$ cat src/rtl/quad_wr_dispatch.sv
// Four-entry write queue that issues up to two RAM writes per cycle on ports A and B, and drops the older write of a same-address pair.
// A request accepted at edge k can be written at edge k+1. in_ready falls while the queue is full. stall holds dispatch but pushes are still accepted.
module quad_wr_dispatch #(
    parameter int ADDR_WIDTH = 5,
    parameter int DATA_WIDTH = 32
) (
    input  logic                  clk,
    input  logic                  rst,
    input  logic                  in_valid,
    input  logic [ADDR_WIDTH-1:0] in_addr,
    input  logic [DATA_WIDTH-1:0] in_data,
    output logic                  in_ready,
    input  logic                  stall,
    output logic [ADDR_WIDTH-1:0] wraddr_a,
    output logic [ADDR_WIDTH-1:0] wraddr_b,
    output logic [DATA_WIDTH-1:0] wrdat_a,
    output logic [DATA_WIDTH-1:0] wrdat_b,
    output logic                  we_a,
    output logic                  we_b,
    output logic [2:0]            count,
    output logic [15:0]           coll_cnt
);

    logic [ADDR_WIDTH-1:0] r_q_addr [4];
    logic [DATA_WIDTH-1:0] r_q_data [4];
    logic [1:0]            r_rd_ptr;
    logic [1:0]            r_wr_ptr;
    logic [2:0]            r_count;
    logic [ADDR_WIDTH-1:0] r_wraddr_a, r_wraddr_b;
    logic [DATA_WIDTH-1:0] r_wrdat_a, r_wrdat_b;
    logic                  r_we_a, r_we_b;
    logic [15:0]           r_coll_cnt;

    logic       w_push;
    logic       w_pop1;
    logic       w_pop2;
    logic       w_coll;
    logic       w_wr_a;
    logic [1:0] w_nxt_ptr;
    logic [2:0] w_pops;

    assign in_ready  = (r_count != 3'd4) && !rst;
    assign w_push    = in_valid && in_ready;
    assign w_pop2    = !stall && (r_count >= 3'd2);
    assign w_pop1    = !stall && (r_count == 3'd1);
    assign w_nxt_ptr = r_rd_ptr + 2'd1;
    // Older entry of a same-address pair would be overwritten anyway; skip it.
    assign w_coll    = w_pop2 && (r_q_addr[r_rd_ptr] == r_q_addr[w_nxt_ptr]);
    assign w_wr_a    = (w_pop2 && !w_coll) || w_pop1;
    assign w_pops    = w_pop2 ? 3'd2 : (w_pop1 ? 3'd1 : 3'd0);

    always_ff @(posedge clk) begin
        if (w_push) begin
            r_q_addr[r_wr_ptr] <= in_addr;
            r_q_data[r_wr_ptr] <= in_data;
        end
    end

    always_ff @(posedge clk) begin
        if (rst) begin
            r_rd_ptr   <= 2'd0;
            r_wr_ptr   <= 2'd0;
            r_count    <= 3'd0;
            r_we_a     <= 1'b0;
            r_we_b     <= 1'b0;
            r_wraddr_a <= '0;
            r_wraddr_b <= '0;
            r_wrdat_a  <= '0;
            r_wrdat_b  <= '0;
            r_coll_cnt <= 16'd0;
        end else begin
            if (w_push) begin
                r_wr_ptr <= r_wr_ptr + 2'd1;
            end
            r_rd_ptr <= r_rd_ptr + w_pops[1:0];
            r_count  <= r_count + {2'b00, w_push} - w_pops;
            r_we_a   <= w_wr_a;
            r_we_b   <= w_pop2;
            if (w_wr_a) begin
                r_wraddr_a <= r_q_addr[r_rd_ptr];
                r_wrdat_a  <= r_q_data[r_rd_ptr];
            end
            if (w_pop2) begin
                r_wraddr_b <= r_q_addr[w_nxt_ptr];
                r_wrdat_b  <= r_q_data[w_nxt_ptr];
            end
            if (w_coll && (r_coll_cnt != 16'hFFFF)) begin
                r_coll_cnt <= r_coll_cnt + 16'd1;
            end
        end
    end

    assign wraddr_a = r_wraddr_a;
    assign wraddr_b = r_wraddr_b;
    assign wrdat_a  = r_wrdat_a;
    assign wrdat_b  = r_wrdat_b;
    assign we_a     = r_we_a;
    assign we_b     = r_we_b;
    assign count    = r_count;
    assign coll_cnt = r_coll_cnt;

endmodule

$ cat config.mk
export PLATFORM = sky130hd
export DESIGN_NAME = quad_wr_dispatch
export DESIGN_NICKNAME = d
export VERILOG_FILES = /design/src/rtl/quad_wr_dispatch.sv
export SDC_FILE = /design/constraint.sdc
export NUM_CORES = 1
export LEC_CHECK = 0
export ABC_AREA = 1
export CAP_MARGIN = 5
export CELL_PAD_IN_SITES_DETAIL_PLACEMENT = 2
export CELL_PAD_IN_SITES_GLOBAL_PLACEMENT = 2
export CORE_MARGIN = 2
export CORE_UTILIZATION = 34
export CTS_CLUSTER_DIAMETER = 120
export DETAILED_ROUTE_END_ITERATION = 10
export HOLD_SLACK_MARGIN = 0.08
export PLACE_DENSITY_LB_ADDON = 0.1
export SYNTH_ARGS = -nofsm -noshare
export SYNTH_HDL_FRONTEND = slang
export SYNTH_SLANG_ARGS = --single-unit
$ cat constraint.sdc
create_clock -name clk -period 3.25 [get_ports clk]
set_input_delay 0.325 -clock clk [delete_from_list [all_inputs] [get_ports clk]]
set_output_delay 0.325 -clock clk [all_outputs]
set_load 0.02 [all_outputs]
=== Word level (Yosys, flattened, before mapping) ===
Memory sizes are Yosys's and may differ from the RTL's. A register that Yosys moved wholly into a read port is not among the register bits.
Cells that the tools add are included.

* Flip-flop bits (word level): 35
* Bits in writable memories: 148
* Input port bits: 41
* Logic and storage cells: 37
* Memories: 2

* Add/subtract/negate cells: 6
* $lt $le $gt $ge: 1
* Eq/ne operators: 4
* Muxes and demuxes: 5
* Reduce and logical (&&, ||, !) cells: 11

{| class="wikitable"
|+ Memories
! name !! depth !! width !! rd ports !! clocked after memory_dff !! wr ports !! RTL line !! RTL
|-
| r_q_data || 4 || 32 || 2 || 2 || 1 || 25 || <nowiki>logic [DATA_WIDTH-1:0] r_q_data [4];</nowiki>
|-
| r_q_addr || 4 || 5 || 2 || 1 || 1 || 24 || <nowiki>logic [ADDR_WIDTH-1:0] r_q_addr [4];</nowiki>
|}

{| class="wikitable"
|+ Operators by type and width
! kind !! number
|-
| adder 16 x 1 -> 16 bit (second input constant) || 1
|-
| != test 16 bit (second input constant) || 1
|-
| logical AND 1 bit || 7
|-
| equality test 5 bit || 1
|-
| adder 2 x 1 -> 2 bit (second input constant) || 2
|-
| 2-to-1 mux 2 bit || 2
|-
| adder 3 x 1 -> 3 bit || 1
|-
| equality test 3 x 1 -> 1 bit (second input constant) || 1
|-
| >= comparator 3 x 2 -> 1 bit (second input constant) || 1
|-
| logical NOT 1 bit || 3
|-
| 2-to-1 mux 1 bit || 3
|-
| != test 3 bit (second input constant) || 1
|-
| subtractor 3 x 2 -> 3 bit || 1
|-
| adder 2 bit || 1
|-
| logical OR 1 bit || 1
|}

=== Depth between registers and ports, before layout ===
Gate-level depths: netlist of the first run.
An unclocked memory read counts as a cell.

* Depth in word-level cells: 7
* Depth in mapped cells: 18
* Mapped depth without buffers: 14

=== Worst setup path after synthesis of the first run ===
OpenSTA, ideal clock, no wires.

* Kind: reg2reg
* From: register r_count[0] (netlist: count[0])
* To: memory r_q_addr[0][0], enable pin
* Library setup time: 0.431 ns
* Arrival time: 2.862 ns
* Setup slack: -0.043 ns
* Stages on the path, launching flop included: 5
* Path through: dfxtp_1 -> nor2_1 -> a21oi_1 -> nand2_1 -> nor2_1

* Word-level cells in the longest chain between the ends: 5

{| class="wikitable"
|+ Ends and longest elaborated chain
! element !! RTL line !! RTL
|-
| from (decl) || 28 || <nowiki>logic [2:0] r_count;</nowiki>
|-
| from (signal assigned) || 76 || <nowiki>r_count <= r_count + {2'b00, w_push} - w_pops;</nowiki>
|-
| != test 3 bit || 42 || <nowiki>assign in_ready = (r_count != 3'd4) && !rst;</nowiki>
|-
| logical AND 1 bit || 42 ||
|-
| named net in_ready || 12 || <nowiki>output logic in_ready,</nowiki>
|-
| logical AND 1 bit || 43 || <nowiki>assign w_push = in_valid && in_ready;</nowiki>
|-
| 2-to-1 mux 1 bit || 53 || <nowiki>if (w_push) begin</nowiki>
|-
| 2-to-1 mux 1 bit (not written as such) || 54 || <nowiki>r_q_addr[r_wr_ptr] <= in_addr;</nowiki>
|-
| to (decl) || 24 ||
|}

The timed path passes the listed nets, and every way through them passes these cells.

=== Final worst setup path of the first run ===
* From: register r_rd_ptr[0]
* To: register r_coll_cnt[14] (netlist: coll_cnt[14])

* Word-level cells in the longest chain between the ends: 5

{| class="wikitable"
|+ Ends and longest elaborated chain
! element !! RTL line !! RTL
|-
| from (decl) || 26 || <nowiki>logic [1:0] r_rd_ptr;</nowiki>
|-
| from (signal assigned) || 75 || <nowiki>r_rd_ptr <= r_rd_ptr + w_pops[1:0];</nowiki>
|-
| adder 2 x 1 -> 2 bit || 46 || <nowiki>assign w_nxt_ptr = r_rd_ptr + 2'd1;</nowiki>
|-
| memory (4 x 5 bit) || -- ||
|-
| equality test 5 bit || 48 || <nowiki>assign w_coll = w_pop2 && (r_q_addr[r_rd_ptr] == r_q_addr[w_nxt_ptr]);</nowiki>
|-
| logical AND 1 bit || 48 ||
|-
| logical AND 1 bit || 87 || <nowiki>if (w_coll && (r_coll_cnt != 16'hFFFF)) begin</nowiki>
|-
| to (signal assigned) || 88 || <nowiki>r_coll_cnt <= r_coll_cnt + 16'd1;</nowiki>
|-
| to (decl) || 32 || <nowiki>logic [15:0] r_coll_cnt;</nowiki>
|}

No other way between the ends.
A chain may end at the register's enable or synchronous reset.

==> results of run 1 <==
## through the flow
stage / total power, mW / worst slack (ns) / cells / hold slack, ns / cell area [sq um]
global route: 11.88 / 0.4052 / 1739 / 0.4006 / 13700
detailed placement: 7.979 / 0.5784 / 1685 / 0.5391 / 12720
global placement: 7.866 / 0.6759 / 1685 / 0.5282 / 12720
CTS: 11.37 / 0.6388 / 1739 / 0.3856 / 13700
floorplan: 6.271 / -0.04345 / 1199 / 0.4239 / 10900
finish: 11.24 / 0.6679 / 1739 / 0.4074 / 13700
## how the worst max path moves through the flow
| stage | start | to | slack (ns) |
|---|---|---|---|
| 4_1_cts | r_rd_ptr[0] | coll_cnt[14] | 0.64 |
| 2_1_floorplan | count[0] | r_q_addr[0][0] | -0.04 |
| 3_3_place_gp | stall | count[2] | 0.68 |
| 6_report | r_rd_ptr[0] | coll_cnt[14] | 0.67 |
| 3_5_place_dp | stall | count[2] | 0.58 |
| 5_1_grt | r_rd_ptr[0] | coll_cnt[11] | 0.41 |
## power by group
group / total (mW) / leakage, nW / switching (mW) / internal, mW
logic: 3.80 / 2.67 / 2.43 / 1.37
registers: 4.09 / 2.15 / 0.318 / 3.77
clock network: 3.35 / 0.472 / 1.36 / 1.99
## layout make-up
| cell class | instances | area, sq um | share of cell area [%] |
|---|---|---|---|
| Multi-Input combinational cell | 771 | 3767 | 27.50 |
| Tap cell | 402 | 503.0 | 3.672 |
| Sequential cell | 247 | 6427 | 46.92 |
| Inverter | 99 | 374.1 | 2.731 |
| Clock buffer | 37 | 765.7 | 5.590 |
| Clock inverter | 17 | 211.5 | 1.544 |
| Timing Repair Buffer | 166 | 1649 | 12.04 |
## worst max-delay path, cell delays in order, from the launching register on
cell,delay [ns]
dfxtp_2,0.36
buf_4,0.41
nand2_1,0.16
nand2_1,0.16
nand2_1,0.06
nand2_1,0.13
nor2_1,0.07
nor2_2,0.12
nand3_1,0.12
nor2_4,0.33
buf_4,0.26
nand3_1,0.09
nand2_1,0.10
inv_1,0.04
nor2_1,0.08
## synth_stat cells, drive strengths merged (9+ instances only)
| cell | n | area (sq um) |
|---|---|---|
| nor2 | 157 | 599.3 |
| clkbuf | 57 | 214.0 |
| o21ai | 107 | 535.5 |
| a21oi | 75 | 375.4 |
| inv | 98 | 370.4 |
| a31oi | 23 | 143.9 |
| a221oi | 9 | 78.83 |
| nand3 | 73 | 370.4 |
| edfxtp | 148 | 4444 |
| buf | 25 | 168.9 |
| nand2 | 230 | 865.8 |
| dfxtp | 99 | 1982 |
| nand4 | 15 | 93.84 |
| a22o | 31 | 271.5 |
| o22ai | 31 | 193.9 |
## registers in the layout (all words and copies together) (netlist names)
register / flops
coll_cnt: 16
count: 3
r_q_addr: 20
r_q_data: 128
r_rd_ptr: 2
r_wr_ptr: 2
we_a: 1
we_b: 1
wraddr_a: 5
wraddr_b: 5
wrdat_a: 32
wrdat_b: 32
## cells by family after synthesis
logic type | Yosys count | share of synthesized area, %
and+or+nand+nor | 482 | 18.04
AOI/OAI and AO/OA | 278 | 14.82
DFF | 247 | 58.97
buffers and inverters | 181 | 6.946
adders and majority gates | 8 | 0.9873
xor gates and xnor gates | 3 | 0.2411
## metal layers
layer | vias to the layer above | global-route usage (%) | wire length [um]
met5 | - | 0 | 0
met4 | 0 | 4.448 | 575
met3 | 35 | 3.078 | 1533
met2 | 188 | 38.68 | 18040
met1 | 4703 | 29.67 | 16810
li1 | 4334 | - | -
==> results by group, run 1 <==
Hold path
  – Hold path start: in_data[24]
  – Hold path cells: 1
  – Worst hold-check path type: in2reg
  – Hold EP: r_q_data[0][24]

CTS
  – CTS tree: built
  – CTS max path bufs: 3
  – Reg clk slew, reported paths: 0.06 ns
  – Worst-Skew Late Latency: 0.57 ns
  – CTS Sinks: 247
  – Clock Tree Root: clkbuf_16
  – Setup Buffers After CTS: 0
  – Hold buffers post-CTS: 0
  – H-tree lvl count: 1
  – Post-cts sizing count: 0
  – CTS Buf Count: 29

Pwr
  – Pwr per Cell Area: 820.7 nW/um^2
  – Pleak: 5.292 nW
  – VDD IR max: 0.0004425 V

Global routing
  – Largest net degree at the start of global routing: 86
  – First-pass GRT wire length: 58.06 mm
  – Total track usage: 22.23%
  – Initial antenna violation count: 0
  – Vias in the first global route: 9938
  – GRT Residual Overflow: 0

Finish
  – NumNets Final: 1363
  – Most used cells in the layout excluding fill and tap cells: nand2_1 (228), nor2_1 (150), edfxtp_1 (148), clkdlybuf4s50_1 (136), o21ai_0 (106)
  – Number of diodes: 0
  – Share of cells above drive strength 1: 6.657%
  – Core Util, Final: 43.41%
  – Most common cell after layout, fill and taps aside: nand2_1
  – Area grow syn2layout: 25.69%
  – Fill count: 3383

Yosys
  – Ys async rst share: 0%
  – Cells after Synth: 1199
  – Register area share after synthesis: 58.97%
  – Synth Flop Type: edfxtp_1
  – Syn nets: 1248
  – EDFF count, synth: 148
  – Synth Warn #: 0
  – Synth Cell Area: 10900 sq um
  – Post-synth cell types: 33
  – #FFs+latches synth: 247
  – Synthesized area per cell: 9.089 sq um

Timing
  – Relative max-transition margin: 38.95%
  – Final-report max-slew violation count: 0
  – RSZ-0062 raised after global routing: false
  – Post-route minimum period: 2.582 ns
  – Maximum clock frequency: 387.3 MHz
  – Worst Skew: 0.02090 ns
  – Final period util: 79.45%
  – # setup viols final: 0
  – Fin. Hold Viols: 0
  – Least-Margin Pin Slew: 0.9158 ns
  – Setup TNS: 0 ns

Floorplanning
  – Starting Density: 34.54%
  – Core area: 31560 sq um
  – Die height: 183.0 um
  – IO Pins: 137
  – # rows: 65
  – Die X: 183.0 um
  – Die area: 33500 sq um

Worst setup path
  – FF-to-FF Start: r_rd_ptr[0]
  – Setup slack, reg-to-reg: 0.67 ns
  – Worst reg2reg path endpoint: coll_cnt[14]
  – FF-to-FF path depth: 14
  – Critical setup path kind: reg2reg
  – Critical Path Source Type: flop
  – Critical Path End Type: flop
  – Worst EP arrival: 3.07 ns
  – CP Max Fanout: 40
  – Critical Path RT: 3.74 ns

Drt
  – DRT Wirelength: 36.96 mm
  – Number of DRC markers in iteration 0: 583
  – Antenna Nets Post-Route: 0
  – 1st-pass router iterations: 7
  – Wire per inst: 21.25 um
  – Drt drc: 0
  – Via count of the routed design: 9260
  – Via-to-Cell Ratio: 5.325

Placed design
  – Dpl hpwl: 23.47 mm
  – I/O Buffers: 136
  – GPL Wtd Cong: 0.7298

Flow run
  – Max_cap viols: 0

Run status
  – Outcome: finished clean
(Power assumes the default switching activity.)
==> run 2, diff against run 1 <==
- clock period: 3.25 -> 2.7 ns (I/O delays scaled with it)
==> results by group, run 2 (synthesis gave the netlist of run 1 again) <==
CTS
  – H-tree lvl count: 1 (unchanged)
  – CTS tree: built
  – Clock Tree Root: clkbuf_16
  – Worst-Skew Late Latency: 0.56 ns (about the same)
  – Reg clk slew, reported paths: 0.06 ns (about the same)
  – Setup Buffers After CTS: 0 (unchanged)
  – CTS Buf Count: 29 (unchanged)
  – Hold buffers post-CTS: 0 (unchanged)
  – CTS max path bufs: 3 (unchanged)
  – CTS Sinks: 247 (unchanged)

Worst setup path
  – CP Max Fanout: 4 (-90%)
  – Worst EP arrival: 2.18 ns (-0.89 ns)
  – CP Capture Point: in_ready
  – Setup slack, reg-to-reg: 0.27 ns (-0.40 ns)
  – FF-to-FF path depth: 8 (-6)
  – FF-to-FF Start: r_rd_ptr[0]
  – Worst reg2reg path endpoint: wrdat_a[31]
  – Critical Path RT: 2.43 ns (-1.31 ns)
  – Critical setup path kind: reg2out
  – Critical Path End Type: output port
  – Critical Path Source: count[0]
  – Critical Path Source Type: flop

Drt
  – Wire per inst: 21.23 um (-0.11%)
  – Drt drc: 0 (unchanged)
  – Number of DRC markers in iteration 0: 563 (-3.4%)
  – Antenna Nets Post-Route: 0 (unchanged)
  – DRT Wirelength: 37.01 mm (+0.12%)
  – 1st-pass router iterations: 5 (-2)
  – Via count of the routed design: 9174 (-0.93%)
  – Via-to-Cell Ratio: 5.263 (-1.2%)

Floorplanning
  – Core area: 31560 sq um (unchanged)
  – # rows: 65 (unchanged)
  – Die X: 183.0 um (unchanged)
  – Die height: 183.0 um (unchanged)
  – Die area: 33500 sq um (unchanged)
  – Starting Density: 34.54% (unchanged)
  – IO Pins: 137 (unchanged)

Pwr
  – VDD IR max: 0.0005574 V (+26%)
  – Pleak: 5.288 nW (about the same)
  – Pwr Total: 13.33 mW (+19%)
  – Pwr per Cell Area: 973.9 nW/um^2 (+19%)

Placed design
  – Dpl hpwl: 23.46 mm (about the same)
  – Post-Place Worst Slack: -0.04292 ns (-0.6213 ns)
  – DP Cell Count: 1690 (+0.30%)
  – I/O Buffers: 136 (unchanged)
  – GPL Wtd Cong: 0.7835 (+7.4%)

Timing
  – Maximum clock frequency: 408.4 MHz
  – Worst hold slack: 0.3474 ns (-0.05998 ns)
  – Worst Skew: 0.02069 ns (-0.0002057 ns)
  – Final-report max-slew violation count: 0 (unchanged)
  – Fin. Hold Viols: 0 (unchanged)
  – Least-Margin Pin Slew: 0.9223 ns (+0.006563 ns)
  – Post-route minimum period: 2.449 ns
  – Final period util: 90.69%
  – Relative max-transition margin: 38.51% (-0.44 points)
  – # setup viols final: 0 (unchanged)
  – Final Worst Setup Slack: 0.2513 ns (-0.4166 ns)
  – RSZ-0062 raised after global routing: false

Global routing
  – Largest net degree at the start of global routing: 89 (+3.5%)
  – Vias in the first global route: 9786 (-1.5%)
  – Total track usage: 22.15% (-0.075 points)
  – First-pass GRT wire length: 57.75 mm (-0.55%)
  – GRT Residual Overflow: 0 (unchanged)
  – Initial antenna violation count: 0 (unchanged)

Finish
  – Non-filler instance count after layout: 1743 (+0.23%)
  – Most used cells in the layout excluding fill and tap cells: nand2_1 (228), nor2_1 (150), edfxtp_1 (148), clkdlybuf4s50_1 (136), o21ai_0 (106)
  – Register with the most flip-flops: r_q_data
  – Register area: 6427 sq um (unchanged)
  – NumNets Final: 1368 (+0.37%)
  – Number of diodes: 0 (unchanged)
  – Most common cell after layout, fill and taps aside: nand2_1
  – Multi-input gate area: 3774 sq um (+0.17%)
  – Max reg flops: 128 (unchanged)
  – Fill count: 3411 (+0.83%)
  – Area grow syn2layout: 25.59% (about the same)
  – Share of cells above drive strength 1: 6.637% (-0.020 points)

Flow run
  – Max_cap viols: 0 (unchanged)

Run status
  – Outcome: finished clean

Hold path
  – Worst hold-check path type: in2reg
-- run 2: cell types whose count changed in the layout (fill, tap and decap cells not counted), moves of 2 or more --
cell	delta
clkinv_2	-2
clkbuf_1	+4
buf_12	+2
bufinv_16	-2
clkinvlp_4	-2
buf_4	+3
-- run 2: what timing repair did --
action                                  in CTS  in global routing
endpoints found under the setup margin       1                  1
gates cloned                                 0                  0
gates resized for setup                      1                  1
-- run 2: cell type report --
class	instances	share of cell area [%]
Sequential cell	247	46.96
Multi-Input combinational cell	771	27.57
Clock inverter	11	0.7496
Inverter	99	2.733
Clock buffer	42	5.805
Timing Repair Buffer	171	12.51
Tap cell	402	3.675
-- run 2: worst max-delay path: stages (launching register included) --
cell             delay, ns
dfxtp_1               0.44
nor2_1                0.09
a21oi_1               0.36
clkdlybuf4s50_1       0.74
-- run 2: how the worst min path moves through the flow --
| stage | from | cells after the start | endpoint |
|---|---|---|---|
| 3_3_place_gp | wrdat_b[5] | 2 | wrdat_b[5] |
| 3_5_place_dp | wrdat_b[16] | 2 | wrdat_b[16] |
| 2_1_floorplan | in_addr[0] | 0 | r_q_addr[0][0] |
| 4_1_cts | in_data[15] | 1 | r_q_data[2][15] |
| 6_report | in_data[16] | 1 | r_q_data[0][16] |
| 5_1_grt | in_data[14] | 1 | r_q_data[0][14] |
-- run 2: power by group --
group,switching (mW),internal [mW],leakage [nW]
sequential,0.427,4.54,2.15
clock,1.54,2.21,0.437
combinational,2.91,1.70,2.70
total,4.88,8.45,5.29
-- run 2: per-layer routing --
metal	global-route usage [%]	share of wire [%]	wire, um
met1	30.85	47	17480
met2	37.55	48	17590
met3	2.403	3.6	1342
met4	4.448	1.6	594
met5	0	0	0
-- run 2: through the flow --
| stage | cell area (sq um) | utilization (%) | TNS [ns] |
|---|---|---|---|
| floorplan | 10900 | - | -87.83 |
| global placement | 12780 | 40.51 | -0.009936 |
| detailed placement | 12780 | 40.51 | -0.04292 |
| CTS | 13680 | 43.36 | 0 |
| global route | 13690 | 43.37 | 0 |
| finish | 13690 | 43.37 | 0 |
==> run 3, diff against run 2 <==
- CTS_CLUSTER_SIZE: unset -> 24
- MAX_ROUTING_LAYER: unset -> met4
==> results by group, run 3 (synthesis gave the netlist of run 1 again) <==
Hold path
  – Hold path cells: 1 (unchanged)
  – Worst hold-check path type: in2reg
  – Hold EP: r_q_data[0][15]
  – Hold path start: in_data[15]

CTS
  – Setup Buffers After CTS: 0 (unchanged)
  – CTS Buf Count: 14 (-52%)
  – CTS tree: built
  – H-tree lvl count: 1 (unchanged)
  – CTS max path bufs: 3 (unchanged)
  – Reg clk slew, reported paths: 0.11 ns (+0.05 ns)
  – Hold buffers post-CTS: 0 (unchanged)
  – Worst-Skew Late Latency: 0.49 ns (-0.07 ns)
  – CTS Sinks: 247 (unchanged)
  – Clock Tree Root: clkbuf_16

Timing
  – Fin. Hold Viols: 0 (unchanged)
  – Relative max-transition margin: 37.64% (-0.87 points)
  – # setup viols final: 0 (unchanged)
  – Worst Skew: 0.02632 ns (+0.005626 ns)
  – Maximum clock frequency: 413.0 MHz (+1.1%)
  – RSZ-0062 raised after global routing: false
  – Least-Margin Pin Slew: 0.9354 ns (+0.01310 ns)
  – Final-report max-slew violation count: 0 (unchanged)
  – Post-route minimum period: 2.421 ns (-0.02755 ns)
  – Final Worst Setup Slack: 0.2789 ns (+0.02755 ns)
  – Final period util: 89.67% (-1.0 points)

Floorplanning
  – Die area: 33500 sq um (unchanged)
  – # rows: 65 (unchanged)
  – Starting Density: 34.54% (unchanged)
  – Die X: 183.0 um (unchanged)
  – Die height: 183.0 um (unchanged)
  – Core area: 31560 sq um (unchanged)
  – IO Pins: 137 (unchanged)

Finish
  – Most common cell after layout, fill and taps aside: nand2_1
  – NumNets Final: 1353 (-1.1%)
  – Area grow syn2layout: 21.24%
  – Number of diodes: 0 (unchanged)
  – Post-route cell area: 13210 sq um (-3.5%)
  – Register with the most flip-flops: r_q_data
  – Share of cells above drive strength 1: 5.259% (-1.4 points)
  – Max reg flops: 128 (unchanged)
  – Most used cells in the layout excluding fill and tap cells: nand2_1 (228), nor2_1 (150), edfxtp_1 (148), clkdlybuf4s50_1 (136), o21ai_0 (106)
  – Fill count: 3435 (+0.70%)

Worst setup path
  – Worst EP arrival: 2.86 ns (+0.68 ns)
  – FF-to-FF Start: r_rd_ptr[0]
  – FF-to-FF path depth: 8 (unchanged)
  – Critical Path End Type: flop
  – Critical Path RT: 3.14 ns (+0.71 ns)
  – Setup slack, reg-to-reg: 0.28 ns (about the same)
  – CP Max Fanout: 34 (+30)
  – Critical Path Source Type: flop
  – Worst reg2reg path endpoint: wrdat_a[31]
  – Critical setup path kind: reg2reg

Placed design
  – GPL Wtd Cong: 0.7944 (+1.4%)
  – Dpl hpwl: 23.46 mm (unchanged)
  – I/O Buffers: 136 (unchanged)
  – Post-Place Worst Slack: -0.04292 ns (unchanged)
  – Placed cell area: 12780 sq um (unchanged)

Pwr
  – Pwr Total: 11.90 mW (-11%)
  – VDD IR max: 0.0005350 V (-4.0%)
  – Pleak: 5.056 nW (-4.4%)
  – Pwr per Cell Area: 900.7 nW/um^2 (-7.5%)

Global routing
  – Largest net degree at the start of global routing: 89 (unchanged)
  – First-pass GRT wire length: 56.81 mm (-1.6%)
  – Vias in the first global route: 9555 (-2.4%)
  – Initial antenna violation count: 0 (unchanged)
  – Total track usage: 22.37% (+0.21 points)
  – GRT Residual Overflow: 0 (unchanged)

Drt
  – 1st-pass router iterations: 5 (unchanged)
  – Via-to-Cell Ratio: 5.307 (+0.84%)
  – Via count of the routed design: 9097 (-0.84%)
  – DRT Wirelength: 36.35 mm (-1.8%)
  – Wire per inst: 21.21 um (-0.12%)
  – Drt drc: 0 (unchanged)
  – Number of DRC markers in iteration 0: 486 (-14%)
  – Antenna Nets Post-Route: 0 (unchanged)

Flow run
  – Max_cap viols: 0 (unchanged)

Run status
  – Outcome: finished clean
-- run 3: cell types whose count changed in the layout (fill, tap and decap cells not counted), sizes merged --
cell | previous run | this run
clkbuf | 42 | 22
bufinv | 2 | 0
clkinv | 8 | 1
-- run 3: power breakdown --
group | leakage [nW] | internal, mW | switching, mW
sequential | 2.15 | 4.53 | 0.422
clock | 0.204 | 1.06 | 1.28
combinational | 2.70 | 1.70 | 2.91
-- run 3: final cells by class --
| cell class | instances | area [sq um] | area share (%) |
|---|---|---|---|
| Timing Repair Buffer | 171 | 1712 | 12.95 |
| Tap cell | 402 | 503.0 | 3.807 |
| Inverter | 99 | 374.1 | 2.831 |
| Multi-Input combinational cell | 771 | 3774 | 28.56 |
| Clock inverter | 2 | 21.27 | 0.1610 |
| Clock buffer | 22 | 401.6 | 3.040 |
| Sequential cell | 247 | 6427 | 48.65 |
-- run 3: worst max path at each step --
stage / cells after the start / slack [ns] / from / endpoint
final: 8 / 0.28 / r_rd_ptr[0] / wrdat_a[31]
after global routing: 8 / 0.06 / r_rd_ptr[0] / wrdat_a[31]
after CTS: 8 / 0.09 / r_rd_ptr[0] / wrdat_a[31]
after detailed placement: 8 / -0.04 / r_rd_ptr[0] / wrdat_a[31]
after global placement: 8 / -0.01 / r_rd_ptr[1] / wrdat_a[31]
after floorplan: 4 / -0.59 / count[0] / r_q_addr[0][0]
-- run 3: repair_timing --
item | in CTS | in global routing
hold endpoints to repair | 0 | 0
resized for setup | 1 | 1
setup endpoints to repair | 1 | 1
-- run 3: stage by stage --
stage               setup TNS, ns  hold slack (ns)  cells  util (%)
floorplan                  -87.83           0.3689   1199         -
global placement        -0.009936           0.5280   1690     40.51
detailed placement       -0.04292           0.5395   1690     40.51
CTS                             0           0.3947   1714     41.86
global route                    0           0.3961   1714     41.87
finish                          0           0.4047   1714     41.87
-- run 3: critical path, cell delays in order (launching register included) --
cell and delay, ns:
dfxtp_2 0.49, inv_4 0.17, nand2_2 0.18, buf_4 0.51, nor2_1 0.11, a2111oi_2 0.52
buf_4 0.19, a21oi_1 0.04, nor2_1 0.13
-- run 3: metal layers --
layer / share of wire (%) / vias up / routed length, um / GRT usage, %
met5: 0 / - / 0 / -
met4: 1.1 / 0 / 387 / 3.360
met3: 2.9 / 29 / 1059 / 1.926
met2: 47 / 153 / 17150 / 36.48
met1: 49 / 4614 / 17740 / 31.20
li1: - / 4301 / - / -
